<file path="src/rtl/hs4_pkg.sv">
// Shared types and defaults for the 4-phase req/ack transmit master.
package hs4_pkg;

    typedef enum logic [2:0] {
        StIdle  = 3'd0,
        StSetup = 3'd1,
        StReqHi = 3'd2,
        StReqLo = 3'd3,
        StErr   = 3'd4
    } state_e;

    localparam int unsigned DefDataW      = 8;
    localparam int unsigned DefFifoDepth  = 4;
    localparam int unsigned DefSyncStages = 2;
    localparam int unsigned DefTimeoutCyc = 255;
    localparam int unsigned DefCntW       = 16;

    function automatic int unsigned fifo_ptr_w(input int unsigned depth);
        return $clog2(depth);
    endfunction

endpackage

</file>
<file path="src/rtl/hs4_sync_fifo.sv">
// Synchronous FIFO with a combinational head word; pointers carry one wrap bit.
module hs4_sync_fifo
    import hs4_pkg::*;
#(
    parameter int unsigned WIDTH = DefDataW + 1,
    parameter int unsigned DEPTH = DefFifoDepth
) (
    input  logic             clk,
    input  logic             rst,
    input  logic             push,
    input  logic             pop,
    input  logic [WIDTH-1:0] wdata,
    output logic [WIDTH-1:0] rdata,
    output logic             full,
    output logic             empty
);

    localparam int unsigned PW = fifo_ptr_w(DEPTH);

    logic [WIDTH-1:0] mem [DEPTH];
    logic [PW:0]      wr_ptr_q;
    logic [PW:0]      rd_ptr_q;

    always_ff @(posedge clk or posedge rst) begin
        if (rst) begin
            wr_ptr_q <= '0;
            rd_ptr_q <= '0;
        end else begin
            if (push) wr_ptr_q <= wr_ptr_q + 1'b1;
            if (pop)  rd_ptr_q <= rd_ptr_q + 1'b1;
        end
    end

    always_ff @(posedge clk) begin
        if (push) mem[wr_ptr_q[PW-1:0]] <= wdata;
    end

    assign rdata = mem[rd_ptr_q[PW-1:0]];
    assign empty = (wr_ptr_q == rd_ptr_q);
    assign full  = (wr_ptr_q[PW] != rd_ptr_q[PW]) && (wr_ptr_q[PW-1:0] == rd_ptr_q[PW-1:0]);

endmodule

</file>
<file path="src/rtl/hs4_master_tx.sv">
// 4-phase req/ack transmit master: buffers upstream words and sends each one over a
// full handshake with a synchronised ack, per-phase timeout and burst-done pulse.
module hs4_master_tx
    import hs4_pkg::*;
#(
    parameter int unsigned DATA_W      = DefDataW,
    parameter int unsigned FIFO_DEPTH  = DefFifoDepth,
    parameter int unsigned SYNC_STAGES = DefSyncStages,
    parameter int unsigned TIMEOUT_CYC = DefTimeoutCyc,
    parameter int unsigned CNT_W       = DefCntW
) (
    input  logic              clk,
    input  logic              rst,
    input  logic              in_valid,
    input  logic [DATA_W-1:0] in_data,
    input  logic              in_last,
    output logic              in_ready,
    output logic              req,
    output logic [DATA_W-1:0] data,
    input  logic              ack,
    output logic              busy,
    output logic              done,
    output logic              timeout_err,
    input  logic              err_clr,
    output logic [CNT_W-1:0]  word_count
);

    localparam int unsigned TW = (TIMEOUT_CYC > 0) ? $clog2(TIMEOUT_CYC + 1) : 1;

    logic [SYNC_STAGES-1:0] ack_sync_q;
    logic                   ack_s;
    logic                   push;
    logic                   pop;
    logic                   full;
    logic                   empty;
    logic [DATA_W:0]        head;
    state_e                 state_q;
    logic                   last_q;
    logic [TW-1:0]          tmo_q;
    logic                   tmo_hit;

    assign ack_s    = ack_sync_q[SYNC_STAGES-1];
    assign in_ready = !full;
    assign push     = in_valid && !full;
    assign pop      = (state_q == StIdle) && !empty;
    assign busy     = (state_q != StIdle) || !empty;
    // Fires on the TIMEOUT_CYC-th cycle spent in a wait phase.
    assign tmo_hit  = (TIMEOUT_CYC != 0) && (tmo_q == TW'(TIMEOUT_CYC - 1));

    hs4_sync_fifo #(
        .WIDTH (DATA_W + 1),
        .DEPTH (FIFO_DEPTH)
    ) u_fifo (
        .clk   (clk),
        .rst   (rst),
        .push  (push),
        .pop   (pop),
        .wdata ({in_last, in_data}),
        .rdata (head),
        .full  (full),
        .empty (empty)
    );

    always_ff @(posedge clk or posedge rst) begin
        if (rst) begin
            ack_sync_q  <= '0;
            state_q     <= StIdle;
            req         <= 1'b0;
            data        <= '0;
            done        <= 1'b0;
            timeout_err <= 1'b0;
            word_count  <= '0;
            last_q      <= 1'b0;
            tmo_q       <= '0;
        end else begin
            ack_sync_q <= {ack_sync_q[SYNC_STAGES-2:0], ack};
            done       <= 1'b0;
            // A timeout in the same cycle overrides this clear further down.
            if (err_clr) timeout_err <= 1'b0;
            case (state_q)
                StIdle: begin
                    req <= 1'b0;
                    if (!empty) begin
                        data    <= head[DATA_W-1:0];
                        last_q  <= head[DATA_W];
                        state_q <= StSetup;
                    end
                end
                StSetup: begin
                    req     <= 1'b1;
                    tmo_q   <= '0;
                    state_q <= StReqHi;
                end
                StReqHi: begin
                    if (ack_s) begin
                        req     <= 1'b0;
                        tmo_q   <= '0;
                        state_q <= StReqLo;
                    end else if (tmo_hit) begin
                        req         <= 1'b0;
                        timeout_err <= 1'b1;
                        state_q     <= StErr;
                    end else begin
                        tmo_q <= tmo_q + 1'b1;
                    end
                end
                StReqLo: begin
                    req <= 1'b0;
                    if (!ack_s) begin
                        word_count <= word_count + 1'b1;
                        done       <= last_q;
                        state_q    <= StIdle;
                    end else if (tmo_hit) begin
                        timeout_err <= 1'b1;
                        state_q     <= StErr;
                    end else begin
                        tmo_q <= tmo_q + 1'b1;
                    end
                end
                StErr: begin
                    req <= 1'b0;
                    if (!ack_s) state_q <= StIdle;
                end
                default: begin
                    req     <= 1'b0;
                    state_q <= StIdle;
                end
            endcase
        end
    end

endmodule
</file>
<file path="config.mk">
export PLATFORM = sky130hd
export DESIGN_NAME = hs4_master_tx
export DESIGN_NICKNAME = d
export VERILOG_FILES = /design/src/rtl/hs4_pkg.sv /design/src/rtl/hs4_sync_fifo.sv /design/src/rtl/hs4_master_tx.sv
export SDC_FILE = /design/constraint.sdc
export NUM_CORES = 1
export LEC_CHECK = 0
export CORE_ASPECT_RATIO = 1.2
export CORE_UTILIZATION = 30
export CTS_BUF_LIST = sky130_fd_sc_hd__clkbuf_16
export DETAILED_ROUTE_END_ITERATION = 10
export GPL_TIMING_DRIVEN = 0
export PLACE_DENSITY = 0.53
export SLEW_MARGIN = 20
export SYNTH_ARGS = -nofsm -noshare
export SYNTH_HDL_FRONTEND = slang
export SYNTH_SLANG_ARGS = --single-unit
</file>
<file path="constraint.sdc">
create_clock -name clk -period 2.1 [get_ports clk]
set_input_delay 0.42 -clock clk [delete_from_list [all_inputs] [get_ports clk]]
set_output_delay 0.42 -clock clk [all_outputs]
set_load 0.05 [all_outputs]
</file>
==> results of run 1 <==
==> metal layers <==
metal / up-vias / global-route usage, % / part of all wire (%)
li1: 984 / - / -
met1: 1009 / 14.72 / 44
met2: 48 / 19.09 / 49
met3: 16 / 2.890 / 3.8
met4: 0 / 6.431 / 2.7
met5: - / 0 / 0
==> how the worst max path moves through the flow <==
stage | to | cells after the start | startpoint | slack (ns)
finish | busy | 3 | state_q[2] | 0.05
global route | word_count[3] | 1 | word_count[3] | 0.004
CTS | busy | 3 | state_q[1] | 0.009
detailed placement | busy | 3 | state_q[2] | -0.24
global placement | tmo_q[5] | 2 | rst | -0.51
floorplan | u_fifo.wr_ptr_q[2] | 4 | u_fifo.wr_ptr_q[0] | 0.07
==> cell families (layout without fill, tap and decap cells) <==
kind of cell | after synthesis | count (layout) | share of synthesized area (%)
DFF | 83 | 83 | 64.29
and+or+nand+nor | 59 | 59 | 10.12
AOI/OAI and AO/OA | 26 | 26 | 5.345
xor gates and xnor gates | 24 | 24 | 5.987
muxes | 20 | 20 | 9.301
buffers and inverters | 17 | 79 | 2.103
adders and majority gates | 8 | 8 | 2.851
==> cells in the final DEF, fill, tap and decap left out, types with 2 or more instances in the layout <==
cell              n
nand3_1          10
clkinvlp_4        3
clkbuf_1          4
ha_1              8
nor4_2            2
and3_1            5
or3_4             2
dfrtp_1          43
dfrtp_2           4
buf_6             2
mux2_1            7
o22ai_1           2
nor2_1            7
buf_2             3
edfxtp_1         36
a21bo_1           4
mux2_2            4
xnor2_1          14
o21ai_0           9
and4_1            3
nand2b_1          2
xnor2_2           2
buf_4             3
mux4_2            9
a22o_1            5
inv_1             9
inv_6             2
xor2_1            8
clkbuf_16         9
clkdlybuf4s50_1  40
nand4_1           5
nand2_1          13
==> Yosys cell counts (all sizes together) <==
cell / number / area [um2]
a2bb2oi: 1 / 8.760
a22o: 5 / 43.79
a21bo: 4 / 40.04
or2: 2 / 15.02
mux4: 9 / 202.7
nor4: 4 / 52.55
nand2: 13 / 48.80
nand4: 5 / 31.28
buf: 3 / 21.27
xnor2: 16 / 140.1
dfrtp: 47 / 1176
and3: 5 / 31.28
a21oi: 1 / 5.000
a31oi: 1 / 12.51
and2: 1 / 6.260
nor2: 7 / 26.28
clkbuf: 4 / 15.01
and4: 3 / 26.28
mux2: 11 / 123.9
o21bai: 1 / 7.510
and3b: 1 / 8.760
or3: 2 / 12.51
nand2b: 2 / 12.51
inv: 10 / 37.54
nand4bb: 1 / 11.26
ha: 8 / 100.1
nand3: 10 / 50.05
o21ai: 10 / 50.04
xor2: 8 / 70.07
o21a: 1 / 7.510
edfxtp: 36 / 1081
or2b: 1 / 7.510
o22ai: 2 / 12.51
nor3: 2 / 15.01
==> what timing repair did <==
item	in CTS	in global routing
endpoints found under the hold margin	0	0
pin swaps	0	2
buffers inserted	3	0
endpoints found under the setup margin	2	2
cloned	0	0
gates resized for setup	16	4
==> worst max-delay path, stage by stage (launching register included) <==
cell and delay (ns):
dfrtp_1 0.39, or3_4 0.40, or3_4 0.34, buf_6 0.16
==> sequential cells by signal, summed over array words and instances, names as in the netlist, 2 cells and up <==
| name | cells |
|---|---|
| ack_sync_q | 2 |
| tmo_q | 8 |
| data | 8 |
| word_count | 16 |
| u_fifo.wr_ptr_q | 3 |
| state_q | 3 |
| u_fifo.rd_ptr_q | 3 |
| u_fifo.mem | 36 |
==> cell type report <==
class / instances / area [um2] / share of cell area (%)
flip-flops and latches: 83 / 2262 / 50.35
multi-input cells: 137 / 1205 / 26.82
repair buffers: 46 / 459.2 / 10.22
clock buffers: 9 / 225.2 / 5.013
well taps: 154 / 192.7 / 4.289
clock inverters: 7 / 75.07 / 1.671
inverters: 10 / 37.54 / 0.8354
plain buffers: 7 / 36.28 / 0.8076
==> power by group <==
group / switching [mW] / total (mW) / internal, mW
clock: 0.662 / 1.59 / 0.927
sequential: 0.284 / 2.42 / 2.14
combinational: 1.35 / 2.32 / 0.970
==> run summary, run 1 <==
leakage - 1.767 nW
Num CTS Buffers - 9
Fillers - 1080
Mean Syn Cell Area - 14.81 um2
Final Util - 40.14%
CP max FO - 2
Worst Hold End - ack_sync_q[1]
initial antenna violation count - 0
Area Overhead vs Synth - 27.98%
cts hold-fix bufs - 0
vias in the first global route - 2100
clock tree root driver cell - clkbuf_16
synthesized cell area - 0.003511 mm2
Final period util - 97.65%
max-slew violations - 0
Initial Utilization - 31.37%
outcome - finished clean
Critical Path Source Type - register
Final GP Congestion - 0.7146
worst hold path type - register to register
Placement Setup Slack - -0.2381 ns
Remaining DRCs - 0
total power - 6.332 mW
Rows - 42
io pins - 43
Setup-failing EPs final - 0
Port Buffers - 42
H-tree depth - 3
Worst R2R Setup Slack - 0.31 ns
Die ar. - 0.01214 mm2
R2R depth - 4
R2R Path End - data[7]
Crit. End Element - output pin
clock tree buffer depth - 2
Mapped Nets - 259
core area - 0.01119 mm2
total track usage - 11.90%
Max Clock Skew - 0.008289 ns
Worst-Skew Late Latency - 0.34 ns
maximum resistive drop on vdd - 653.1 uV
Max-slew headroom - 56.69%
CP arrival - 1.63 ns
vias per inst - 4.541
Fin Setup TNS - 0 ns
PnR worst setup slack - 0.04929 ns
post-route ant nets - 0
CTS tree - done
Synth Register Bits - 83
DIE WIDTH - 100.8 um
Die Y - 120.5 um
Worst-Margin Slew - 0.6496 ns
critical path type - register to output pin
Placed Cells - 434
clock-pin slew on the worst setup and hold paths - 0.06 ns
final wirelength - 6498 um
sequential area share after synthesis - 64.29%
worst r2r src - state_q[2]
Finished Cell Area - 0.004493 mm2
unrepaired setup endpoints after global routing - false
first-pass GRT wire length - 10680 um
Placed Area - 0.004144 mm2
hold path start - ack_sync_q[0]
PwrDens - 1409 mW/mm2
n_diodes - 0
share of layout cells above drive strength 1 - 17.73%
Clock Sinks - 83
Max Cap Viol - 0
Initial DRT Pass Iterations - 4
Netlist cell types - 41
Cells after Synth - 237
Critical Path RT - 1.68 ns
final-stage net count - 316
wire per inst - 14.34 um
Final Non-Filler Cells - 453
GR Overflow Total - 0
Final Hold Vio Count - 0
synth warn - 0
hold depth - 0
Final Critical Period - 2.051 ns
dpl hpwl - 4285 um
via count - 2057
largest net degree at the start of global routing - 30
Max Clk Rate - 487.6 MHz
Hold Slack - 0.3547 ns
Iter 0 DRT Violations - 61
Power figures use the tool's default switching activity.
==> run 2: changes to the inputs <==
==> constraint.sdc (replaced) <==
create_clock -name clk -period 2.1 [get_ports clk]
set_input_delay 0.21 -clock clk [delete_from_list [all_inputs] [get_ports clk]]
set_output_delay 0.21 -clock clk [all_outputs]
set_load 0.05 [all_outputs]
==> run summary, run 2 (same netlist as run 1, synthesis figures left out) <==
crit path cell chain - or3_1, or3_1, clkbuf_2 (was or3_4, or3_4, buf_6)
max reg flops - 36 (unchanged)
clock tree root driver cell - clkbuf_16 (unchanged)
share of layout cells above drive strength 1 - 14.53% (was 17.73%)
DIE WIDTH - 100.8 um (unchanged)
io pins - 43 (unchanged)
via count - 2029 (was 2057)
final wirelength - 6449 um (was 6498 um)
first-pass GRT wire length - 10520 um (was 10680 um)
GR Overflow Total - 0 (unchanged)
Die ar. - 0.01214 mm2 (unchanged)
Initial DRT Pass Iterations - 4 (unchanged)
Remaining DRCs - 0 (unchanged)
Max-slew headroom - 56.94% (was 56.69%)
leakage - 1.750 nW (was 1.767 nW)
core area - 0.01119 mm2 (unchanged)
PwrDens - 1410 mW/mm2 (was 1409 mW/mm2)
Crit. End Element - output pin (unchanged)
initial antenna violation count - 0 (unchanged)
CTS tree - done (unchanged)
Max Cap Viol - 0 (unchanged)
met2 routed WL - 3173 um (was 3205 um)
Final Util - 39.78% (was 40.14%)
max layer used - met4 (unchanged)
Rows - 42 (unchanged)
Slowest-stage cell, CP - or3_1 (was or3_4)
CP max FO - 6 (was 2)
cts hold-fix bufs - 0 (unchanged)
Final Critical Period - 1.992 ns (was 2.051 ns)
Final period util - 94.85% (was 97.65%)
Top delay family on crit path - simple AND/OR/NAND/NOR gates (unchanged)
outcome - finished clean (unchanged)
Final Hold Vio Count - 0 (unchanged)
crit-path most repeated cell - or3_1 (was or3_4)
largest net degree at the start of global routing - 30 (unchanged)
Resize count post-CTS - 2 (was 16)
Num CTS Buffers - 9 (unchanged)
worst hold path type - input pin to asynchronous set/reset pin (was register to register)
unrepaired setup endpoints after global routing - false (unchanged)
Area Overhead vs Synth - 26.84% (was 27.98%)
CP arrival - 1.78 ns (was 1.63 ns)
Max stage delay on crit path - 0.44 ns (was 0.40 ns)
max-slew violations - 0 (unchanged)
Max Clk Rate - 502.1 MHz (was 487.6 MHz)
total power - 6.278 mW (was 6.332 mW)
Clock Sinks - 83 (unchanged)
setup bufs post-CTS - 0 (was 3)
vias per inst - 4.509 (was 4.541)
most common cell after layout, fill and taps aside - dfrtp_1 (unchanged)
clock tree buffer depth - 2 (unchanged)
final-stage net count - 313 (was 316)
Final GP Congestion - 0.7146 (unchanged)
Worst R2R Setup Slack - 0.23 ns (was 0.31 ns)
Iter 0 DRT Violations - 71 (was 61)
Worst-Margin Slew - 0.6459 ns (was 0.6496 ns)
Worst-Skew Late Latency - 0.34 ns (about the same)
Setup-failing EPs final - 0 (unchanged)
Placed Area - 0.004144 mm2 (unchanged)
Buf+Inv Stages, Crit Path - 1 (unchanged)
Critical Path RT - 1.89 ns (was 1.68 ns)
met3 wire length - 240 um (was 248 um)
Finished Cell Area - 0.004453 mm2 (was 0.004493 mm2)
clock-pin slew on the worst setup and hold paths - 0.06 ns (about the same)
Critical Path Source Type - register (unchanged)
total track usage - 11.72% (was 11.90%)
H-tree depth - 3 (unchanged)
critical path type - register to output pin (unchanged)
dpl hpwl - 4285 um (unchanged)
Port Buffers - 42 (unchanged)
Initial Utilization - 31.37% (unchanged)
vias in the first global route - 2062 (was 2100)
met1 wire length - 2887 um (was 2870 um)
Max Clock Skew - 0.008074 ns (was 0.008289 ns)
wire per inst - 14.33 um (was 14.34 um)
Die Y - 120.5 um (unchanged)
most frequent cells in the layout - dfrtp_1, clkdlybuf4s50_1, edfxtp_1 (unchanged)
maximum resistive drop on vdd - 653.5 uV (was 653.1 uV)
n_diodes - 0 (unchanged)
post-route ant nets - 0 (unchanged)
==> run 2: report_power, final <==
part / total [mW] / internal (mW) / switching (mW)
Clock: 1.59 / 0.927 / 0.662
Sequential: 2.43 / 2.13 / 0.304
Combinational: 2.25 / 0.937 / 1.32
==> run 2: stage by stage <==
stage | setup TNS, ns | setup WS, ns | instances | hold WS [ns]
2_1_floorplan | 0 | 0.07455 | 237 | 0.2414
3_3_place_gp | -14.18 | -0.3040 | 433 | 0.3439
3_5_place_dp | -0.02808 | -0.02808 | 434 | 0.3449
4_1_cts | -0.1136 | -0.1136 | 450 | 0.2128
5_1_grt | 0 | 0.04371 | 450 | 0.2463
6_report | 0 | 0.1082 | 450 | 0.1969
==> run 2: path summary, 6_finish.rpt <==
path | from | to | cells past startpoint
setup / recovery | state_q[2] | busy | 3
hold / removal | rst | word_count[4] | 2
setup reg to reg | state_q[2] | data[7] | 4
hold reg to reg | ack_sync_q[0] | ack_sync_q[1] | 0
max in group asynchronous | rst | tmo_q[6] | 3
min in group clk | ack | ack_sync_q[0] | 1
==> run 2: worst reg2reg max path, cell delays in order, from the launching register on <==
cell and delay, ns:
dfrtp_1 0.43, or3_1 0.44, a31oi_2 0.34, buf_6 0.21, mux2_1 0.33
==> run 2: metal layers <==
layer / track usage (%) / vias to the layer above
li1: - / 978
met1: 14.68 / 997
met2: 18.75 / 42
met3: 2.890 / 12
met4: 5.978 / 0
met5: 0 / -
==> run 2: final cells by class <==
type / count / area (um2)
clock inverter: 7 / 75.07
clock buffer: 9 / 225.2
multi-input combinational: 137 / 1195
buffer: 7 / 36.28
tap: 154 / 192.7
fill: 1076 / 6740
timing repair buffer: 43 / 434.2
inverter: 10 / 37.54
sequential: 83 / 2257
